**config.mk**
```make
export PLATFORM = sky130hd
export DESIGN_NAME = ahb_lite_master
export DESIGN_NICKNAME = d
export VERILOG_FILES = /design/src/rtl/ahb_lite_master.sv
export SDC_FILE = /design/constraint.sdc
export NUM_CORES = 1
export LEC_CHECK = 0
export CORE_AREA = 8 8 118 120
export CTS_BUF_LIST = sky130_fd_sc_hd__clkbuf_8 sky130_fd_sc_hd__clkbuf_16
export CTS_CLUSTER_DIAMETER = 100
export CTS_CLUSTER_SIZE = 20
export DETAILED_ROUTE_END_ITERATION = 7
export DIE_AREA = 0 0 126 128
export PLACE_DENSITY = 0.89
export SLEW_MARGIN = 20
export SYNTH_ARGS = -nofsm -noshare
export SYNTH_HDL_FRONTEND = slang
export SYNTH_SLANG_ARGS = --single-unit
```
**constraint.sdc**
```tcl
create_clock -name i_clk -period 2.3 [get_ports i_clk]
set_input_delay 0.46 -clock i_clk [delete_from_list [all_inputs] [get_ports i_clk]]
set_output_delay 0.46 -clock i_clk [all_outputs]
set_load 0.05 [all_outputs]
```
**src/rtl/ahb_lite_master.sv**
```systemverilog
// AHB-Lite initiator: converts a valid/ready command stream into pipelined SINGLE/NONSEQ transfers
// and returns one in-order response pulse per command.
module ahb_lite_master #(
    parameter logic [3:0] HPROT_DEF = 4'b0011
) (
    input  logic        i_clk,
    input  logic        i_res,
    input  logic        i_cmd_valid,
    output logic        o_cmd_ready,
    input  logic        i_cmd_write,
    input  logic [2:0]  i_cmd_size,
    input  logic [31:0] i_cmd_addr,
    input  logic [31:0] i_cmd_wdata,
    output logic        o_rsp_valid,
    output logic        o_rsp_error,
    output logic [31:0] o_rsp_rdata,
    output logic [1:0]  o_m_htrans,
    output logic        o_m_hwrite,
    output logic        o_m_hmastlock,
    output logic [2:0]  o_m_hsize,
    output logic [2:0]  o_m_hburst,
    output logic [3:0]  o_m_hprot,
    output logic [31:0] o_m_haddr,
    output logic [31:0] o_m_hwdata,
    input  logic        i_m_hready,
    input  logic [31:0] i_m_hrdata,
    input  logic        i_m_hresp
);

    // Illegal sizes and unaligned addresses are answered locally and never reach the bus.
    function automatic logic f_misaligned(input logic [2:0] size, input logic [1:0] addr_lo);
        logic bad;
        case (size)
            3'd0:    bad = 1'b0;
            3'd1:    bad = addr_lo[0];
            3'd2:    bad = (addr_lo != 2'b00);
            default: bad = 1'b1;
        endcase
        return bad;
    endfunction

    // address phase
    logic        r_a_v;
    logic [31:0] r_a_addr;
    logic        r_a_write;
    logic [2:0]  r_a_size;
    logic [31:0] r_a_wdata;
    // data phase
    logic        r_d_v;
    logic        r_d_write;
    logic [31:0] r_d_wdata;
    // cancelled-command bookkeeping and response
    logic        r_cancel;
    logic        r_rsp_v;
    logic        r_rsp_err;
    logic [31:0] r_rsp_rdata;

    logic w_bad;
    logic w_err1;
    logic w_a_adv;
    logic w_d_done;
    logic w_ready;
    logic w_accept;

    // Handshake and phase-transition decode.
    always_comb begin
        w_bad    = f_misaligned(i_cmd_size, i_cmd_addr[1:0]);
        w_err1   = r_d_v & i_m_hresp & ~i_m_hready;
        w_a_adv  = r_a_v & i_m_hready;
        w_d_done = r_d_v & i_m_hready;
        w_ready  = ~i_res & ~r_cancel & (~r_a_v | i_m_hready) & ~(r_d_v & i_m_hresp)
                   & (~w_bad | (~r_a_v & ~r_d_v));
        w_accept = i_cmd_valid & w_ready;
    end

    // Address-phase register; on the first ERROR cycle the queued command is withdrawn from the bus.
    always_ff @(posedge i_clk) begin
        if (i_res) begin
            r_a_v     <= 1'b0;
            r_a_addr  <= 32'd0;
            r_a_write <= 1'b0;
            r_a_size  <= 3'd0;
            r_a_wdata <= 32'd0;
        end else if (w_err1 && r_a_v) begin
            r_a_v     <= 1'b0;
            r_a_write <= 1'b0;
        end else if (w_accept && !w_bad) begin
            r_a_v     <= 1'b1;
            r_a_addr  <= i_cmd_addr;
            r_a_write <= i_cmd_write;
            r_a_size  <= i_cmd_size;
            r_a_wdata <= i_cmd_wdata;
        end else if (w_a_adv) begin
            r_a_v     <= 1'b0;
            r_a_write <= 1'b0;
        end else begin
            r_a_v     <= r_a_v;
            r_a_write <= r_a_write;
        end
    end

    // Data-phase register; HWDATA keeps its last value once the phase ends.
    always_ff @(posedge i_clk) begin
        if (i_res) begin
            r_d_v     <= 1'b0;
            r_d_write <= 1'b0;
            r_d_wdata <= 32'd0;
        end else if (w_a_adv) begin
            r_d_v     <= 1'b1;
            r_d_write <= r_a_write;
            r_d_wdata <= r_a_wdata;
        end else if (w_d_done) begin
            r_d_v     <= 1'b0;
        end else begin
            r_d_v     <= r_d_v;
        end
    end

    // Pending cancel: set when a queued command is dropped, cleared once its error response is issued.
    always_ff @(posedge i_clk) begin
        if (i_res) begin
            r_cancel <= 1'b0;
        end else if (w_err1 && r_a_v) begin
            r_cancel <= 1'b1;
        end else if (r_cancel && !r_d_v) begin
            r_cancel <= 1'b0;
        end else begin
            r_cancel <= r_cancel;
        end
    end

    // Response register; the sources are mutually exclusive in time, so one register suffices.
    always_ff @(posedge i_clk) begin
        if (i_res) begin
            r_rsp_v     <= 1'b0;
            r_rsp_err   <= 1'b0;
            r_rsp_rdata <= 32'd0;
        end else if (w_d_done) begin
            r_rsp_v     <= 1'b1;
            r_rsp_err   <= i_m_hresp;
            r_rsp_rdata <= (!r_d_write && !i_m_hresp) ? i_m_hrdata : 32'd0;
        end else if (r_cancel && !r_d_v) begin
            r_rsp_v     <= 1'b1;
            r_rsp_err   <= 1'b1;
            r_rsp_rdata <= 32'd0;
        end else if (w_accept && w_bad) begin
            r_rsp_v     <= 1'b1;
            r_rsp_err   <= 1'b1;
            r_rsp_rdata <= 32'd0;
        end else begin
            r_rsp_v     <= 1'b0;
            r_rsp_err   <= 1'b0;
            r_rsp_rdata <= 32'd0;
        end
    end

    assign o_cmd_ready   = w_ready;
    assign o_rsp_valid   = r_rsp_v;
    assign o_rsp_error   = r_rsp_err;
    assign o_rsp_rdata   = r_rsp_rdata;
    assign o_m_htrans    = {r_a_v, 1'b0};
    assign o_m_hwrite    = r_a_write;
    assign o_m_hmastlock = 1'b0;
    assign o_m_hsize     = r_a_size;
    assign o_m_hburst    = 3'b000;
    assign o_m_hprot     = HPROT_DEF;
    assign o_m_haddr     = r_a_addr;
    assign o_m_hwdata    = r_d_wdata;

endmodule
```
==> results.yml, run 1 <==
logic_synthesis:
  synthFlopType: "dfxtp_1"
  seq_area_frac_synth_pct: 56.3
  yosysWarnings: 0
  ys_ff_latch: 138
  synth_enable_flop_cells: 0
  yosys-top-cells-count: "dfxtp_1 (138), a21oi_1 (104), nand3_1 (68), nand2_1 (67), o21ai_0 (46)"
  synth.area.top_cells: "dfxtp_1 (56%), a21oi_1 (11%), nand3_1 (6.9%), nand2_1 (5.1%), o21ai_0 (4.7%)"
  postSynthCellCount: 564
  synth.distinct_cells: 31
  postSynth.asyncResetShare_pct: 0
  yosys.area.top_type: "dfxtp_1"
  avgSynthCellArea_um2: 8.70
  yosysMostFrequentCell: "dfxtp_1"
  synth.top_cell.area_share_pct: 56.3
  synth_area_mm2: 0.00490
power:
  peakVddDrop_mv: 0.415
  power_mw: 5.91
  p_leak_nw: 2.74
  pwr_density_cell_mw_per_mm2: 759
route:
  dr_wl_met3_um: 1300
  wirelength_um: 15600
  via_count: 4656
  drt-initial-drc-count: 393
  dr.pass1.iters: 4
  met1_length_um: 6150
  drc: 0
  route.met2.wl_um: 7710
  vias_per_cell: 5.07
  ant_nets: 0
  top_layer: "met4"
  wire_per_inst_um: 17.0
placed_design:
  io_buffers: 208
  place_area_mm2: 0.00713
  dp_hpwl_um: 10700
  routabilityCongestion: 0.752
clock_tree:
  cts_tree: "built"
  h-tree-depth: 4
  clock-sinks: 138
  cts_made_buffers: 17
  worstSkewPairLatency_ns: 0.41
  path_clk_slew_ns: 0.05
  ctsRootBufferMaster: "clkbuf_16"
  cts-hold-fix-buffers: 0
  clock_path_buffers: 2
hold_path:
  hold_class: "in2reg"
flow_run:
  max-cap-violations: 0
finish:
  antenna_cells: 0
  fin_nets: 860
  final_area_mm2: 0.00778
  fillers: 994
  area_growth_pct: 58.7
  drive_above_1_share_pct: 7.68
setup_path:
  start_kind: "input port"
  crit_path_end_kind: "primary output"
  crit_fanout: 2
  critPathArrivalTime_ns: 1.76
  crit_required_ns: 1.84
  crit_type: "in2out"
floorplanning:
  die_area_mm2: 0.0161
  pin_count: 218
  core_mm2: 0.0122
  start_util_pct: 40.2
  rows: 41
  die_w_um: 126
  die_h_um: 128
grt:
  grt_first_pass_wirelength_um: 24200
  first_global_vias: 4681
  overflow: 0
  grtUsageTotal_pct: 19.1
  grt_max_degree: 82
  antenna_found_initial: 0
sta:
  tightest_slew_ns: 0.848
  rsz0062_at_grt: "no"
  finalMaxSlewViolations: 0
  finalClockSkew_ns: 0.00580
  final-hold-violation-count: 0
  final.period_utilization_pct: 96.5
  slew_headroom_pct: 43.5
  period_minus_slack_ns: 2.22
  fmax_ghz: 0.450
  setup_viol: 0
status:
  status: "finished, final reports clean"
area by class of cell:
type / count / area, um2 / area share [%]
Sequential cell: 138 / 2760 / 35.5
Timing Repair Buffer: 227 / 2300 / 29.6
Multi-Input combinational cell: 371 / 1890 / 24.3
Clock buffer: 18 / 439 / 5.64
Clock inverter: 14 / 204 / 2.62
Tap cell: 150 / 188 / 2.41
metrics by stage:
step | utilization (%) | setup slack, ns | hold WS (ns) | std cells | setup TNS (ns)
finish | 63.8 | 0.0800 | 0.395 | 918 | 0
floorplan | - | 0.100 | 0.428 | 571 | 0
detailed placement | 58.4 | -0.000283 | 0.439 | 886 | -0.000283
global route | 63.8 | 0.0171 | 0.395 | 918 | 0
global placement | 58.4 | 0.0146 | 0.434 | 886 | 0
CTS | 63.6 | 0.0341 | 0.447 | 918 | 0
metal layers:
metal  GRT usage, %  vias up
li1               -     2288
met1           20.2     2141
met2           32.4      192
met3           8.11       35
met4           9.06        0
met5              0        -
state kept, by name, indices dropped and copies added, names as in the netlist:
register     count
o_m_haddr       32
o_m_hwdata      32
o_rsp_rdata     32
r_a_wdata       32
o_m_hsize        3
o_m_hwrite       1
o_rsp_error      1
o_rsp_valid      1
r_a_v            1
r_cancel         1
r_d_v            1
r_d_write        1
kinds of logic after synthesis:
| kind of cell | after synthesis | share of synthesized area, % |
|---|---|---|
| buf+inv | 62 | 6.40 |
| flops | 138 | 56.3 |
| simple gates | 181 | 18.0 |
| compound gates | 180 | 18.9 |
| other cells | 2 | 0.153 |
| mux | 1 | 0.204 |
placed cells by master, fill, tap and decap left out, types with 2 or more instances in the layout:
| cell | instances |
|---|---|
| o21ai_1 | 23 |
| clkdlybuf4s50_1 | 203 |
| clkbuf_16 | 17 |
| buf_4 | 15 |
| buf_12 | 6 |
| clkinv_2 | 3 |
| dfxtp_1 | 138 |
| and2_1 | 33 |
| nand2_1 | 67 |
| o21ai_0 | 46 |
| a21oi_1 | 103 |
| dlymetal6s2s_1 | 3 |
| clkinvlp_4 | 3 |
| nand2b_1 | 2 |
| nor2_1 | 3 |
| bufinv_16 | 5 |
| conb_1 | 9 |
| nand3_1 | 68 |
| inv_1 | 2 |
worst max-delay path, cell delays in order:
cell,delay [ns]
clkdlybuf4s50_1,0.44
nor3_2,0.19
buf_4,0.15
o21bai_4,0.05
o21ai_0,0.09
and3_1,0.23
buf_12,0.15
worst paths after layout:
check,startpoint,cells past startpoint,endpoint,slack [ns]
min reg2reg,r_a_wdata[0],2,o_m_hwdata[0],0.45
max reg2reg,r_cancel,5,r_a_wdata[31],0.43
max,i_cmd_addr[1],7,o_cmd_ready,0.08
min,i_cmd_size[0],3,o_m_hsize[0],0.40
where the power goes:
| group | switching [mW] | internal, mW | total [mW] |
|---|---|---|---|
| clock network | 1.00 | 1.94 | 2.94 |
| registers | 0.0137 | 2.42 | 2.43 |
| logic | 0.287 | 0.246 | 0.533 |
| total | 1.30 | 4.60 | 5.91 |
timing repair:
| item | in CTS | in global routing |
|---|---|---|
| endpoints found under the setup margin | 0 | 2 |
| buffers inserted | 0 | 0 |
| resized for setup | 0 | 5 |
No activity file was read; power rests on OpenSTA's default activity.
==> inputs of run 2 (changes only) <==
- ABC_AREA: default -> 1
- CORE_AREA: 8 8 118 120 -> 8 8 120 122
- DIE_AREA: 0 0 126 128 -> 0 0 128 130
- PLACE_DENSITY: 0.89 -> 0.88
==> results.yml, run 2 <==
status:
  status: "finished, final reports clean"
power:
  seqPwrFrac_pct: 41.1
  clockPowerShare_pct: 48.5
  peakVddDrop_mv: 0.542
  p_leak_nw: 3.73
  power.switching_mw: 1.35
  comb_power_share_pct: 10.5
  switching_share_pct: 22.4
  p_int_mw: 4.67
  pwr_density_cell_mw_per_mm2: 758
placed_design:
  io_buffers: 208
  routabilityCongestion: 0.742
  dp_hpwl_um: 10100
logic_synthesis:
  synthSimpleGateAreaFrac_pct: 25.1
  yosys-top-cells-count: "nor2_1 (159), nand2_1 (146), dfxtp_1 (138), inv_1 (109), a21oi_1 (35)"
  yosysMostFrequentCell: "nor2_1"
  synth.top_cell.area_share_pct: 54.0
  synth.area.mux_share_pct: 0
  synth_enable_flop_cells: 0
  ys_ff_latch: 138
  synth_xor_area_share_pct: 0
  synth_fa_ha_area_share_pct: 0
  synthFlopType: "dfxtp_1"
  synth_area_mm2: 0.00511
  yosysWarnings: 0
  synth_compound_area_share_pct: 7.36
  postSynth.asyncResetShare_pct: 0
  synth.distinct_cells: 21
  yosys.area.top_type: "dfxtp_1"
  avgSynthCellArea_um2: 7.34
  synth.area.top_cells: "dfxtp_1 (54%), nor2_1 (12%), nand2_1 (11%), inv_1 (8.0%), a21oi_1 (3.4%)"
  postSynthCellCount: 697
  seq_area_frac_synth_pct: 54.0
  synth_top_family_by_area: "simple AND/OR/NAND/NOR gates"
sta:
  final.period_utilization_pct: 92.6
  finalSetupTns_ns: 0
  rsz0062_at_grt: "no"
  finalMaxSlewViolations: 0
  fmax_ghz: 0.469
  final-hold-violation-count: 0
  finalClockSkew_ns: 0.00476
  tightest_slew_ns: 0.554
  setup_viol: 0
  slew_headroom_pct: 63.0
  period_minus_slack_ns: 2.13
finish:
  area_growth_pct: 55.3
  fillers: 1045
  utilization_pct: 64.0
  fin_nets: 1000
  antenna_cells: 0
  final_cell_mix: "clkdlybuf4s50_1 (207), nor2_1 (159), nand2_1 (146), dfxtp_1 (138), inv_1 (109)"
  multi_input_area_mm2: 0.00170
  drive_above_1_share_pct: 6.84
  regArea_mm2: 0.00276
  mostFrequentLayoutCell: "clkdlybuf4s50_1"
route:
  vias_per_cell: 4.27
  dr.pass1.iters: 4
  drc: 0
  wire_per_inst_um: 12.7
  drt-initial-drc-count: 223
  via_count: 4603
  wirelength_um: 13700
  ant_nets: 0
setup_path:
  crit_path_end_kind: "primary output"
  r2r-start: "r_a_v"
  crit_type: "in2out"
  crit_required_ns: 1.84
  crit_chain: "clkdlybuf4s50_1 -> nor2_1 -> nand2_1 -> nand2_1 -> nand2_1 -> a21boi_1 -> buf_12"
  crit_fanout: 3
  start_kind: "input port"
  cp_slowest_cell: "clkdlybuf4s50_1"
  critPathArrivalTime_ns: 1.67
  crit_start: "i_cmd_size[0]"
  crit_path_frequent_cell: "nand2_1"
  max_stage_delay_ns: 0.45
floorplanning:
  core_mm2: 0.0124
  rows: 41
  die_w_um: 128
  die_h_um: 130
  pin_count: 218
  die_area_mm2: 0.0166
  start_util_pct: 41.2
grt:
  grtUsageTotal_pct: 16.6
  overflow: 0
  first_global_vias: 4511
  grt_max_degree: 102
  antenna_found_initial: 0
  grt_first_pass_wirelength_um: 21600
flow_run:
  max-cap-violations: 0
clock_tree:
  clock-sinks: 138
  worstSkewPairLatency_ns: 0.41
  path_clk_slew_ns: 0.06
  cts_tree: "built"
  cts-hold-fix-buffers: 0
  h-tree-depth: 4
  cts_setup_buffers: 0
  ctsRootBufferMaster: "clkbuf_16"
  clock_path_buffers: 2
  cts_made_buffers: 17
  post_cts_resized: 0
hold_path:
  hold_start: "o_m_hsize[2]"
  hold_class: "reg2reg"
run 2: cell count changes in the layout (fill, tap and decap cells not counted), moves of 12 or more:
| cell | change |
|---|---|
| inv_1 | +107 |
| nor2_2 | +18 |
| nor2_1 | +156 |
| nand3_1 | -65 |
| o21ai_0 | -12 |
| nand2_1 | +79 |
| and2_1 | -33 |
| a21oi_1 | -68 |
| o21ai_1 | -23 |
run 2: logic make-up (layout without fill, tap and decap cells):
family          after synthesis  count (layout)
simple gates                328             328
compound gates               73              73
flops                       138             138
buf+inv                     156             359
other cells                   2               9
run 2: path summary, 6_finish.rpt:
path / slack, ns / cells after the start / endpoint
worst max-delay path: 0.17 / 7 / o_cmd_ready
worst min-delay path: 0.44 / 2 / o_m_hsize[2]
worst max register to register: 0.74 / 9 / o_m_haddr[21]
worst min register to register: 0.44 / 2 / o_m_hsize[2]
run 2: layout make-up:
type,count,share of cell area [%]
clock buffer,18,5.53
clock inverter,13,2.54
inverter,110,5.20
multi-input combinational,410,21.3
sequential,138,34.8
tap,172,2.71
timing repair buffer,218,27.9
run 2: metrics by stage:
stage	std cells	hold slack, ns	setup WS (ns)	total power, mW	instance area, um2
3_3_place_gp	1048	0.429	0.107	3.14	7300
6_report	1079	0.444	0.170	6.02	7940
3_5_place_dp	1048	0.430	0.0842	3.16	7300
5_1_grt	1079	0.470	0.0506	6.25	7940
2_1_floorplan	704	0.429	0.353	2.86	5140
4_1_cts	1079	0.442	0.139	6.08	7940
run 2: critical path: cells and delay by family:
kind | cells | cell delay (ns)
AOI/OAI and AO/OA | 1 | 0.23
buffers and inverters | 2 | 0.63
and+or+nand+nor | 4 | 0.36
run 2: layer usage:
metal	GRT usage, %	vias to the layer above	routed length, um
li1	-	2414	-
met1	15.6	2011	5260
met2	29.9	166	6720
met3	9.26	12	1600
met4	6.08	0	144
met5	0	-	0
run 2: power by group through the flow:
stage	sequential [mW]	combinational, mW	clock, mW
after global routing	2.48	0.682	3.09
final	2.47	0.630	2.92
after CTS	2.47	0.636	2.97
after detailed placement	2.52	0.632	0
after floorplan	2.64	0.220	0
after global placement	2.52	0.622	0
